$ cat src/rtl/counter.sv
// Up-counter with a configurable terminal count and reset value.
// The count wraps to zero after MAX_VALUE and out is taken straight from the count register.
module counter #(
  parameter int               WIDTH       = 4,
  parameter logic [WIDTH-1:0] MAX_VALUE   = {WIDTH{1'b1}},
  parameter logic [WIDTH-1:0] RESET_VALUE = {WIDTH{1'b0}}
) (
  input  logic             clock,
  input  logic             reset,
  input  logic             enable,
  output logic [WIDTH-1:0] out
);

  localparam logic [WIDTH-1:0] ONE  = WIDTH'(1);
  localparam logic [WIDTH-1:0] ZERO = {WIDTH{1'b0}};

  logic [WIDTH-1:0] count_r;

  // Count register: async reset, advance on enable, wrap past the terminal count
  always_ff @(posedge clock or negedge reset) begin
    if (!reset) begin
      count_r <= RESET_VALUE;
    end else if (enable) begin
      // >= rather than == so an out-of-range value recovers to zero
      if (count_r >= MAX_VALUE) begin
        count_r <= ZERO;
      end else begin
        count_r <= count_r + ONE;
      end
    end else begin
      count_r <= count_r;
    end
  end

  assign out = count_r;

endmodule

$ cat config.mk
export PLATFORM = sky130hd
export DESIGN_NAME = counter
export DESIGN_NICKNAME = d
export VERILOG_FILES = /design/src/rtl/counter.sv
export SDC_FILE = /design/constraint.sdc
export NUM_CORES = 1
export LEC_CHECK = 0
export ABC_CLOCK_PERIOD_IN_PS = 1150
export BUFFER_PORTS_ARGS = -buffer_cell sky130_fd_sc_hd__buf_4
export CAP_MARGIN = 25
export CORE_AREA = 2 2 39 41
export CTS_CLUSTER_DIAMETER = 120
export CTS_CLUSTER_SIZE = 14
export DETAILED_ROUTE_END_ITERATION = 8
export DIE_AREA = 0 0 41 43
export GPL_TIMING_DRIVEN = 0
export PLACE_DENSITY = 0.41
export SLEW_MARGIN = 10
export SYNTH_ARGS = -nofsm -noshare
export SYNTH_HDL_FRONTEND = slang
export SYNTH_SLANG_ARGS = --single-unit
export TNS_END_PERCENT = 20
$ cat constraint.sdc
create_clock -name clock -period 1.15 [get_ports clock]
set_input_delay 0.0575 -clock clock [delete_from_list [all_inputs] [get_ports clock]]
set_output_delay 0.0575 -clock clock [all_outputs]
set_load 0.02 [all_outputs]
After elaboration in Yosys (flattened, before gate mapping)
Cells that the tools add are included.

Input bits: 3. Logic and storage cells: 4. Output and inout port bits: 4. Flip-flop bits (word level): 4.

Add/subtract/negate cells: 1. Muxes and demuxes: 1. $lt $le $gt $ge: 1.

Operator list (count): adder 4 x 1 -> 4 bit (second input constant) (1); >= comparator 4 bit (second input constant) (1); two-way mux 4 bit (1).

Longest topological paths before layout
Gate-level depths: netlist (run 1).

Word-level depth: 2. Depth in mapped cells: 4. Depth with buffers taken out: 4.

Worst setup path after synthesis (run 1)
OpenSTA, ideal clock, no wires.

Path kind: register to register. Start: register count_r[0], in the netlist out[0]. End: register count_r[1], in the netlist out[1]. Stages on the path, launching flop included: 3. Period minus slack after synthesis: 1.147 ns. Data arrival time: 1.022 ns. Setup time: 0.125 ns. Slack: 0.003 ns. Path buffers: 0. Required time: 1.025 ns. Cell sequence: dfrtp_1 ha_1 mux2_2.

Longest elaborated chain between the ends: 2. Elaborated cells on any way between the ends: 3. Those cells by class: 1 x add/sub; 1 x order compare; 1 x mux.

RTL lines: from (decl) (line 17) `logic [WIDTH-1:0] count_r;`; from (signal assigned) (line 28) `count_r <= count_r + ONE;`; from (signal assigned) (line 31) `count_r <= count_r;`; adder 4 x 1 -> 4 bit or >= comparator 4 bit (tied branches) (line 28, 25); two-way mux 4 bit * (line 25) `if (count_r >= MAX_VALUE) begin`.

Mark *: on every way between the ends. The rest lies on a longest branch, timed or not. A chain may end at the register's enable or synchronous reset.

Worst setup path in the final report (run 1)
Ends and elaborated chain as after synthesis.

==> flow_summary.rst, run 1 <==
.. list-table::
   :header-rows: 1

   * - Metric
     - Value
   * - Initial core utilization
     - 0.1302
   * - Slowest cell on crit path
     - sky130_fd_sc_hd__dfrtp_1
   * - First-iteration detailed-routing DRC count
     - 18
   * - Final Net Count
     - 33
   * - Number of input and output port buffers inserted
     - 6
   * - Synth cell types
     - 11
   * - Gr ovfl total
     - 0
   * - Post-Synthesis Cell Area
     - 180.2 um^2
   * - Run status
     - finished clean
   * - Worst endpoint data arrival time
     - 1.20 ns
   * - Mean cell area of the mapped netlist
     - 10.60 um^2
   * - DRC violations left
     - 0
   * - Basic-gate share of the synthesized area counting and, or, nand and nor cells
     - 0.1319
   * - Clock Pin Slew Worst Setup and Hold Paths
     - 0.03 ns
   * - Number of primary I/O pins
     - 7
   * - Area enclosed by the die boundary
     - 0.001763 mm^2
   * - Worst reg-to-reg path cell count
     - 2
   * - Slew Limit Headroom
     - 0.8831
   * - Die Width
     - 41 um
   * - Max-cap viol count
     - 0
   * - Share of final-layout standard cells stronger than drive strength 1
     - 0.3704
   * - TritonCTS sink count
     - 4
   * - Leakage power
     - 0.1257 nW
   * - Final number of setup-violating endpoints
     - 0
   * - Buffering stage count on the worst path with inverters included
     - 0
   * - First-pass GRT wire length
     - 600 um
   * - Post-synthesis share of cell area spent on full adders, half adders and majority gates
     - 0.06944
   * - Launch instance of the worst register-to-register path
     - out[0]
   * - Required @ worst endpoint
     - 1.26 ns
   * - Startpoint of the tightest hold check path
     - enable
   * - Kind of cell adding the most delay to the critical path
     - flip-flops
   * - Core Region
     - 0.001384 mm^2
   * - DRT antenna net count
     - 0
   * - Endpoint kind of the worst setup timing path
     - register
   * - Routability cong.
     - 0.6270
   * - End of the worst register-to-register path
     - out[1]
   * - Antenna violations before repair
     - 0
   * - Floorplan row count
     - 14
   * - Average vias per placed instance
     - 3.860
   * - Total of warnings raised by yosys
     - 0
   * - Final-report hold violation count
     - 0
   * - Sequential element share of the synthesized area
     - 0.5556
   * - Largest net degree at the start of global routing
     - 7
   * - DP HPWL
     - 291.6 um
   * - Per-cell routed wire length
     - 8.302 um
   * - Total via count after detailed routing
     - 166
   * - Synth Net Count
     - 21
   * - Final Hold Slack
     - 0.07070 ns
   * - Maximum count of clock buffers along a single path
     - 2
   * - End point of the most critical hold path
     - out[0]
   * - Worst setup path category
     - register to register
   * - Highest Clock Rate
     - 919.2 MHz
   * - RSZ-0062 raised after global routing
     - no
   * - Postcts setup bufs
     - 0
   * - Skew-Pair Late Insertion Delay
     - 0.23 ns
   * - Ant diodes
     - 0
   * - Worst hold path depth
     - 2
   * - Via count of the first global-routing pass
     - 141
   * - Worst Hold Class
     - input port to register
   * - Cells after Synth
     - 17
   * - Worst Tran Pin Value
     - 0.1753 ns
   * - Final Max Tran Viols
     - 0
   * - Area fraction in compound gates after synthesis
     - 0.1111
   * - Total of flip-flops plus latches after synthesis
     - 4
   * - CTS tree
     - built
   * - Synthesis-to-finish area growth
     - 54.17%
   * - Die Height
     - 43 um
   * - Shortest clock period the worst path allows after layout
     - 1.088 ns
   * - Proportion of synthesized area in mux cells
     - 0.06250
   * - Cell-by-cell listing of the critical path
     - ha_1 > mux2_2
   * - Final Routed Wirelength
     - 357 um
   * - Power density normalized to cell area
     - 2669 mW/mm^2
   * - Largest register FFs
     - 4
   * - Largest driver fanout on the critical path
     - 5
   * - Cell chosen for the clock root
     - sky130_fd_sc_hd__clkbuf_4
   * - Fillcell total
     - 153
   * - Depth of the CTS H-tree
     - 1
   * - Number of iterations in the first detailed-routing pass
     - 4
   * - Combinational family with the most area after synthesis
     - simple AND/OR/NAND/NOR gates
   * - Global router's overall resource usage
     - 0.05936
   * - Critical Path Source Type
     - register
   * - Number of CTS-inserted buffers
     - 3
   * - Worst reg-to-reg setup slack
     - 0.06 ns
   * - Sum Neg Setup Slack
     - 0 ns
   * - Critical Path Max Stage Delay
     - 0.41 ns
   * - Part of the cycle the worst path needs
     - 0.9460
   * - Fin Clk Skew
     - 0.0005219 ns
   * - Worst vdd ir
     - 761.7 uV
   * - Xor/xnor share of the synthesized area
     - 0.04861
report_power, final:
| part | switching (W) | leakage (nW) | internal (W) |
|---|---|---|---|
| sequential | 0.0000757 | 0.0482 | 0.000203 |
| combinational | 0.000152 | 0.0637 | 0.000146 |
| clock | 0.0000489 | 0.0138 | 0.000116 |
| total | 0.000276 | 0.126 | 0.000465 |
area by class of cell:
cell class | count | area, um^2 | area share
sequential | 4 | 100.1 | 0.3604
clock buffer | 3 | 22.52 | 0.08108
timing repair buffer | 7 | 55.05 | 0.1982
multi-input combinational | 12 | 76.32 | 0.2748
inverter | 1 | 3.754 | 0.01351
tap | 16 | 20.02 | 0.07207
cell families (layout without fill, tap and decap cells):
logic type / count (synthesis) / count (layout)
AO/OA/AOI/OAI: 4 / 4
adder cells (fa/ha/maj): 1 / 1
flip-flops: 4 / 4
XOR/XNOR: 1 / 1
AND/OR/NAND/NOR: 5 / 5
multiplexers: 1 / 1
buffers and inverters: 1 / 11
per-layer routing:
metal,global-route usage,part of all wire,up-vias
met2,0.04688,0.34,13
li1,-,-,82
met3,0.06283,0.16,2
met4,0.06000,0.017,0
met1,0.07443,0.48,69
met5,0,0,-
synthesized netlist by cell type, drive strengths merged:
cell / instances / share of area
o21ai: 3 / 0.083
inv: 1 / 0.021
mux2: 1 / 0.062
a21oi: 1 / 0.028
nand4: 1 / 0.035
xnor2: 1 / 0.049
nand3: 2 / 0.056
dfrtp: 4 / 0.56
nand2: 2 / 0.042
ha: 1 / 0.069
layout by cell type, fill, tap and decap left out, types with 2 or more instances in the layout:
| cell | Yosys | layout |
|---|---|---|
| sky130_fd_sc_hd__buf_4 | 0 | 6 |
| sky130_fd_sc_hd__clkbuf_4 | 0 | 3 |
| sky130_fd_sc_hd__dfrtp_1 | 4 | 4 |
| sky130_fd_sc_hd__nand2_1 | 2 | 2 |
| sky130_fd_sc_hd__nand3_1 | 2 | 2 |
| sky130_fd_sc_hd__o21ai_1 | 2 | 2 |
worst reg2reg max path, cell delays in order (launching register included):
cell                      delay, ns
sky130_fd_sc_hd__dfrtp_1       0.41
sky130_fd_sc_hd__ha_1          0.30
sky130_fd_sc_hd__mux2_2        0.26
timing repair:
item / 4_1_cts / 5_1_grt
resized for setup: 0 / 0
hold buffers: 1 / 0
hold endpoints to repair: 4 / 0
setup endpoints to repair: 0 / 0
through the flow:
step	power, W	cells	setup slack (ns)	cell area (um^2)	utilization
after floorplan	0.0004449	17	0.003489	180.2	-
after global placement	0.0005672	39	0.07809	245.2	0.1772
after detailed placement	0.0005796	39	0.06749	245.2	0.1772
after CTS	0.0007596	43	0.06227	277.8	0.2007
after global routing	0.0008091	43	0.01559	277.8	0.2007
final	0.0007414	43	0.06206	277.8	0.2007
how the worst max path moves through the flow:
stage | start | end | cells past startpoint
after floorplan | out[0] | out[1] | 2
after global placement | out[0] | out[1] | 2
after detailed placement | out[0] | out[1] | 2
after CTS | out[0] | out[1] | 2
after global routing | out[0] | out[1] | 2
final | out[0] | out[1] | 2
Power figures use the tool's default switching activity.
==> inputs of run 2 (changes only) <==
BUFFER_PORTS_ARGS = default   (was -buffer_cell sky130_fd_sc_hd__buf_4)
DONT_BUFFER_PORTS = 1   (was default)
PLACE_DENSITY = 0.37   (was 0.41)
==> run 2 against run 1 <==
Against the previous run: sequential share of layout area rose by 3.8 points; final area fell by 7.2%; non-clock buffer count fell by 5; core utilization fell by 1.4 points; die area did not move; routed wire length rose by 11%; via count fell by 9.6%; critical path depth did not move; largest power group is now sequential cells; highest routed layer is now met3.
==> flow_summary.rst, run 2 (synthesis gave the netlist of run 1 again) <==
.. list-table::
   :header-rows: 1

   * - Metric
     - Value
   * - Average vias per placed instance
     - 3.947 (+2.3%)
   * - Number of CTS-inserted buffers
     - 3 (unchanged)
   * - First-iteration detailed-routing DRC count
     - 1 (-17)
   * - Number of input and output port buffers inserted
     - 0 (-6)
   * - Most frequent standard cell in the layout excluding fill and tap cells
     - sky130_fd_sc_hd__clkbuf_4
   * - Total via count after detailed routing
     - 150 (-9.6%)
   * - Antenna violations before repair
     - 0 (unchanged)
   * - Highest Clock Rate
     - 901.7 MHz (-1.9%)
   * - CTS tree
     - built
   * - Leakage power
     - 0.09836 nW (-22%)
   * - Shortest clock period the worst path allows after layout
     - 1.109 ns (+0.02114 ns)
   * - Per-cell routed wire length
     - 10.39 um (+25%)
   * - Final Net Count
     - 28 (-15%)
   * - Power density normalized to cell area
     - 2714 mW/mm^2 (+1.7%)
   * - Depth of the CTS H-tree
     - 1 (unchanged)
   * - Run status
     - finished clean
   * - Final-report hold violation count
     - 0 (unchanged)
   * - Worst setup path category
     - register to register
   * - Cell chosen for the clock root
     - sky130_fd_sc_hd__clkbuf_4
   * - Floorplan row count
     - 14 (unchanged)
   * - Cell-by-cell listing of the critical path
     - ha_4 > mux2_2
   * - Clock Pin Slew Worst Setup and Hold Paths
     - 0.04 ns (about the same)
   * - Worst Hold Class
     - input port to register
   * - Skew-Pair Late Insertion Delay
     - 0.24 ns (about the same)
   * - Max-cap viol count
     - 0 (unchanged)
   * - Largest net degree at the start of global routing
     - 6 (-1)
   * - DRC violations left
     - 0 (unchanged)
   * - Routability cong.
     - 0.4833 (-23%)
   * - Final Hold Slack
     - 0.006943 ns (-0.06376 ns)
   * - Part of the cycle the worst path needs
     - 0.9644 (+0.01838)
   * - Core Region
     - 0.001384 mm^2 (unchanged)
   * - Initial core utilization
     - 0.1302 (unchanged)
   * - Final number of setup-violating endpoints
     - 0 (unchanged)
   * - Worst endpoint data arrival time
     - 1.23 ns (+0.03 ns)
   * - TritonCTS sink count
     - 4 (unchanged)
   * - Die Width
     - 41 um (unchanged)
   * - Largest register FFs
     - 4 (unchanged)
   * - Post-layout instance area
     - 257.7 um^2 (-7.2%)
   * - Ant diodes
     - 0 (unchanged)
   * - Post-Place Cell Area
     - 200.2 um^2 (-18%)
   * - Worst Tran Pin Value
     - 0.3226 ns (+0.1472 ns)
   * - Slew Limit Headroom
     - 0.7850 (-0.09816)
   * - Global router's overall resource usage
     - 0.06921 (+0.009851)
   * - Synthesis-to-finish area growth
     - 43.06%
   * - Gr ovfl total
     - 0 (unchanged)
   * - Postcts setup bufs
     - 0 (unchanged)
   * - Endpoint kind of the worst setup timing path
     - register
   * - Fin Clk Skew
     - 0.009109 ns (+0.008588 ns)
   * - Final Routed Wirelength
     - 395 um (+11%)
   * - Number of primary I/O pins
     - 7 (unchanged)
   * - Share of final-layout standard cells stronger than drive strength 1
     - 0.3182 (-0.05219)
   * - Critical Path Source Type
     - register
   * - Largest driver fanout on the critical path
     - 5 (unchanged)
   * - Number of iterations in the first detailed-routing pass
     - 2 (-2)
   * - Required @ worst endpoint
     - 1.27 ns (about the same)
   * - Via count of the first global-routing pass
     - 160 (+13%)
   * - DRT antenna net count
     - 0 (unchanged)
   * - Final Max Tran Viols
     - 0 (unchanged)
   * - RSZ-0062 raised after global routing
     - no
   * - Critical Path Max Stage Delay
     - 0.48 ns (+0.07 ns)
   * - Slowest cell on crit path
     - sky130_fd_sc_hd__dfrtp_2
   * - Die Height
     - 43 um (unchanged)
   * - Maximum count of clock buffers along a single path
     - 2 (unchanged)
   * - Area enclosed by the die boundary
     - 0.001763 mm^2 (unchanged)
   * - Worst vdd ir
     - 846.1 uV (+11%)
   * - First-pass GRT wire length
     - 703 um (+17%)
## run 2: cell count changes in the layout (fill, tap and decap cells not counted)
| cell | previous run | this run |
|---|---|---|
| sky130_fd_sc_hd__buf_4 | 6 | 0 |
| sky130_fd_sc_hd__dfrtp_1 | 4 | 2 |
| sky130_fd_sc_hd__dfrtp_2 | 0 | 2 |
| sky130_fd_sc_hd__dlygate4sd3_1 | 1 | 2 |
| sky130_fd_sc_hd__ha_1 | 1 | 0 |
| sky130_fd_sc_hd__ha_4 | 0 | 1 |
## run 2: where the power goes
group	total [W]	switching, W	internal (W)
combinational	0.000143	0.0000553	0.0000879
clock	0.000177	0.0000597	0.000117
sequential	0.000380	0.000173	0.000207
## run 2: area by class of cell
cell class	count	area, um^2
clock buffers	3	22.52
fillers	156	1126
inverters	1	3.754
multi-input cells	12	88.84
flip-flops and latches	4	102.6
well taps	16	20.02
repair buffers	2	20.02
## run 2: layer usage
metal / up-vias / routed length (um) / track usage
met3: 0 / 53 / 0.07330
met5: - / 0 / 0
li1: 71 / - / -
met1: 68 / 183 / 0.08333
met4: 0 / 0 / 0.06000
met2: 11 / 158 / 0.06250
## run 2: path summary, 6_finish.rpt
check,startpoint,endpoint,slack [ns],cells after the start
worst max-delay path,out[0],out[1],0.04,2
worst min-delay path,enable,out[3],0.007,2
worst max register to register,out[0],out[1],0.04,2
worst min register to register,out[3],out[3],0.64,1
max in group asynchronous,reset,out[1],0.86,1
min in group asynchronous,reset,out[0],0.10,1
## run 2: critical path, delay by kind of cell (launching register included)
kind	cells	cell delay, ns
flip-flops	1	0.48
adder cells (fa/ha/maj)	1	0.26
multiplexers	1	0.25
## run 2: stage by stage
| step | instances | setup WS [ns] | TNS, ns | power (W) | util |
|---|---|---|---|---|---|
| 6_report | 38 | 0.04092 | 0 | 0.0006994 | 0.1863 |
| 5_1_grt | 38 | 0.005777 | 0 | 0.0007776 | 0.1863 |
| 4_1_cts | 38 | 0.04048 | 0 | 0.0007095 | 0.1863 |
| 3_5_place_dp | 33 | -0.04571 | -0.04571 | 0.0004814 | 0.1447 |
| 3_3_place_gp | 33 | -0.02575 | -0.02575 | 0.0004696 | 0.1447 |
| 2_1_floorplan | 17 | 0.003489 | 0 | 0.0004449 | - |
## run 2: what timing repair did
item | CTS | global route
hold buffers | 2 | 0
resized for setup | 3 | 0
setup endpoints to repair | 3 | 0
hold endpoints to repair | 7 | 0
==> inputs of run 3 (changes only) <==
ABC_CLOCK_PERIOD_IN_PS = 1350   (was 1150)
clock period = 1.35 ns   (was 1.15 ns; I/O delays follow)
==> run 3 against run 2 <==
Against the previous run: sequential share of layout area up 1.4 points; final area down 5.8%; critical path type unchanged; cell count is the same.
==> flow_summary.rst, run 3 (synthesis gave the netlist of run 1 again) <==
.. list-table::
   :header-rows: 1

   * - Metric
     - Value
   * - Run status
     - finished clean
   * - Cell-by-cell listing of the critical path
     - ha_1 > mux2_2
   * - Ant diodes
     - 0 (unchanged)
   * - P_sw
     - 0.0002322 W (-19%)
   * - Per-cell routed wire length
     - 10.05 um (-3.3%)
   * - Slew Limit Headroom
     - 0.7861 (+0.001099)
   * - Worst Tran Pin Value
     - 0.3209 ns (-0.001648 ns)
   * - Floorplan row count
     - 14 (unchanged)
   * - Worst Hold Class
     - input port to register
   * - Final Max Tran Viols
     - 0 (unchanged)
   * - Fillcell total
     - 153 (-1.9%)
   * - Number of iterations in the first detailed-routing pass
     - 2 (unchanged)
   * - Combined area of the multi-input logic cells
     - 76.32 um^2 (-14%)
   * - Sum Neg Setup Slack
     - 0 ns (unchanged)
   * - Via count of the first global-routing pass
     - 145 (-9.4%)
   * - Synthesis-to-finish area growth
     - 34.72%
   * - Crit path setup slack, layout
     - 0.1571 ns (+0.1162 ns)
   * - Layer carrying the most global-route usage
     - met1
   * - Area enclosed by the die boundary
     - 0.001763 mm^2 (unchanged)
   * - Max-cap viol count
     - 0 (unchanged)
   * - Combinational share of power
     - 0.189 (-0.016)
   * - Share of final-layout standard cells stronger than drive strength 1
     - 0.1818 (-0.1364)
   * - Shortest clock period the worst path allows after layout
     - 1.193 ns (+0.08385 ns)
   * - Final Net Count
     - 28 (unchanged)
   * - Initial core utilization
     - 0.1302 (unchanged)
   * - Final number of setup-violating endpoints
     - 0 (unchanged)
   * - DRC violations left
     - 0 (unchanged)
   * - DRT antenna net count
     - 0 (unchanged)
   * - Fin Clk Skew
     - 0.009176 ns (+0.00006642 ns)
   * - Core Region
     - 0.001384 mm^2 (unchanged)
   * - Global router's overall resource usage
     - 0.06620 (-0.003009)
   * - First-pass GRT wire length
     - 655 um (-6.8%)
   * - Depth of the CTS H-tree
     - 1 (unchanged)
   * - Int Pwr
     - 0.0003324 W (-19%)
   * - Launch instance of the worst register-to-register path
     - out[0]
   * - Largest driver fanout on the critical path
     - 5 (unchanged)
   * - Most frequent cells in the layout
     - 4 x sky130_fd_sc_hd__dfrtp_1, 3 x sky130_fd_sc_hd__clkbuf_4
   * - Number of primary I/O pins
     - 7 (unchanged)
   * - Startpoint of the tightest hold check path
     - enable
   * - TritonCTS sink count
     - 4 (unchanged)
   * - Register cell area after layout
     - 100.1 um^2 (-2.4%)
   * - Clock Pin Slew Worst Setup and Hold Paths
     - 0.04 ns (about the same)
   * - Total via count after detailed routing
     - 146 (-2.7%)
   * - Met1 track utilization from global routing
     - 0.08654 (+0.003205)
   * - Routing usage on met3
     - 0.07330 (unchanged)
   * - Most frequent standard cell in the layout excluding fill and tap cells
     - sky130_fd_sc_hd__dfrtp_1
   * - Place WS
     - 0.1543 ns (+0.2000 ns)
   * - Part of the cycle the worst path needs
     - 0.8836 (-0.08077)
   * - Worst setup path category
     - register to register
   * - Maximum count of clock buffers along a single path
     - 2 (unchanged)
   * - Final Routed Wirelength
     - 382 um (-3.3%)
   * - Gr ovfl total
     - 0 (unchanged)
   * - Slowest cell on crit path
     - sky130_fd_sc_hd__dfrtp_1
   * - Largest net degree at the start of global routing
     - 6 (unchanged)
   * - Number of CTS-inserted buffers
     - 3 (unchanged)
   * - Leakage power
     - 0.1006 nW (+2.3%)
   * - Largest register FFs
     - 4 (unchanged)
   * - Critical Path Source Type
     - register
   * - Critical Path Max Stage Delay
     - 0.49 ns (about the same)
   * - Die Width
     - 41 um (unchanged)
   * - Final-report hold violation count
     - 0 (unchanged)
   * - Overall power consumption
     - 0.0005647 W (-19%)
   * - Fraction of power spent switching nets
     - 0.4113 (about the same)
   * - Routability cong.
     - 0.4833 (unchanged)
   * - Power density normalized to cell area
     - 2326 mW/mm^2 (-14%)
   * - Number of input and output port buffers inserted
     - 0 (unchanged)
   * - Cell chosen for the clock root
     - sky130_fd_sc_hd__clkbuf_4
   * - Clock group share of total power
     - 0.267 (+0.015)
   * - CTS tree
     - built
   * - Portion of total power attributed to sequential cells
     - 0.544 (about the same)
   * - Endpoint kind of the worst setup timing path
     - register
   * - Die Height
     - 43 um (unchanged)
   * - Worst vdd ir
     - 684.7 uV (-19%)
   * - First-iteration detailed-routing DRC count
     - 1 (unchanged)
   * - Fraction of met2 tracks used by global routing
     - 0.05000 (-0.01250)
   * - CP Launch Point
     - out[0]
   * - Highest Clock Rate
     - 838.3 MHz (-7.0%)
   * - Worst endpoint data arrival time
     - 1.32 ns (+0.09 ns)
   * - Antenna violations before repair
     - 0 (unchanged)
   * - Average vias per placed instance
     - 3.842 (-2.7%)
   * - Postcts setup bufs
     - 0 (unchanged)
   * - RSZ-0062 raised after global routing
     - no
   * - Required @ worst endpoint
     - 1.47 ns (+0.20 ns)
   * - Skew-Pair Late Insertion Delay
     - 0.24 ns (about the same)
==> run 3: changes by cell type in the layout (fill, tap and decap cells not counted) <==
| cell | before | now |
|---|---|---|
| sky130_fd_sc_hd__ha_4 | 1 | 0 |
| sky130_fd_sc_hd__dfrtp_1 | 2 | 4 |
| sky130_fd_sc_hd__ha_1 | 0 | 1 |
| sky130_fd_sc_hd__dfrtp_2 | 2 | 0 |
==> run 3: worst paths after layout <==
kind,slack (ns),depth (start not counted),endpoint
max reg2reg,0.16,2,out[1]
max,0.16,2,out[1]
min in group asynchronous,0.11,1,out[0]
max in group asynchronous,1.06,1,out[3]
min reg2reg,0.64,1,out[3]
min,0.01,2,out[3]
==> run 3: per-layer routing <==
metal	routed length, um	share of wire
met1	191	0.50
met2	136	0.36
met3	54	0.14
met4	0	0
met5	0	0
==> run 3: through the flow <==
stage / std cells / util / area, um^2 / hold slack, ns
after floorplan: 17 / - / 180.2 / -0.2281
after global placement: 33 / 0.1447 / 200.2 / -0.2280
after detailed placement: 33 / 0.1447 / 200.2 / -0.2280
after CTS: 38 / 0.1754 / 242.7 / 0.01043
after global routing: 38 / 0.1754 / 242.7 / 0.03111
final: 38 / 0.1754 / 242.7 / 0.01115
==> run 3: worst max-delay path: cells and delay by family, from the launching register on <==
family | cells | cell delay [ns]
flops | 1 | 0.49
mux | 1 | 0.25
fa+ha+maj | 1 | 0.33
==> run 3: what timing repair did <==
action                    4_1_cts  5_1_grt
gates resized for setup         0        0
hold endpoints to repair        7        0
hold buffers                    2        0
==> run 3: cell type report <==
cell class	count	share of cell area
Clock buffer	3	0.09278
Tap cell	16	0.08247
Multi-Input combinational cell	12	0.3144
Timing Repair Buffer	2	0.08247
Inverter	1	0.01546
Sequential cell	4	0.4124
==> run 3: power by group through the flow <==
stage               clock [W]  sequential [W]  combinational (W)
floorplan                   0        0.000291          0.0000881
global placement            0        0.000305          0.0000948
detailed placement          0        0.000311          0.0000995
CTS                  0.000159        0.000310           0.000109
global route         0.000170        0.000324           0.000132
finish               0.000151        0.000307           0.000107
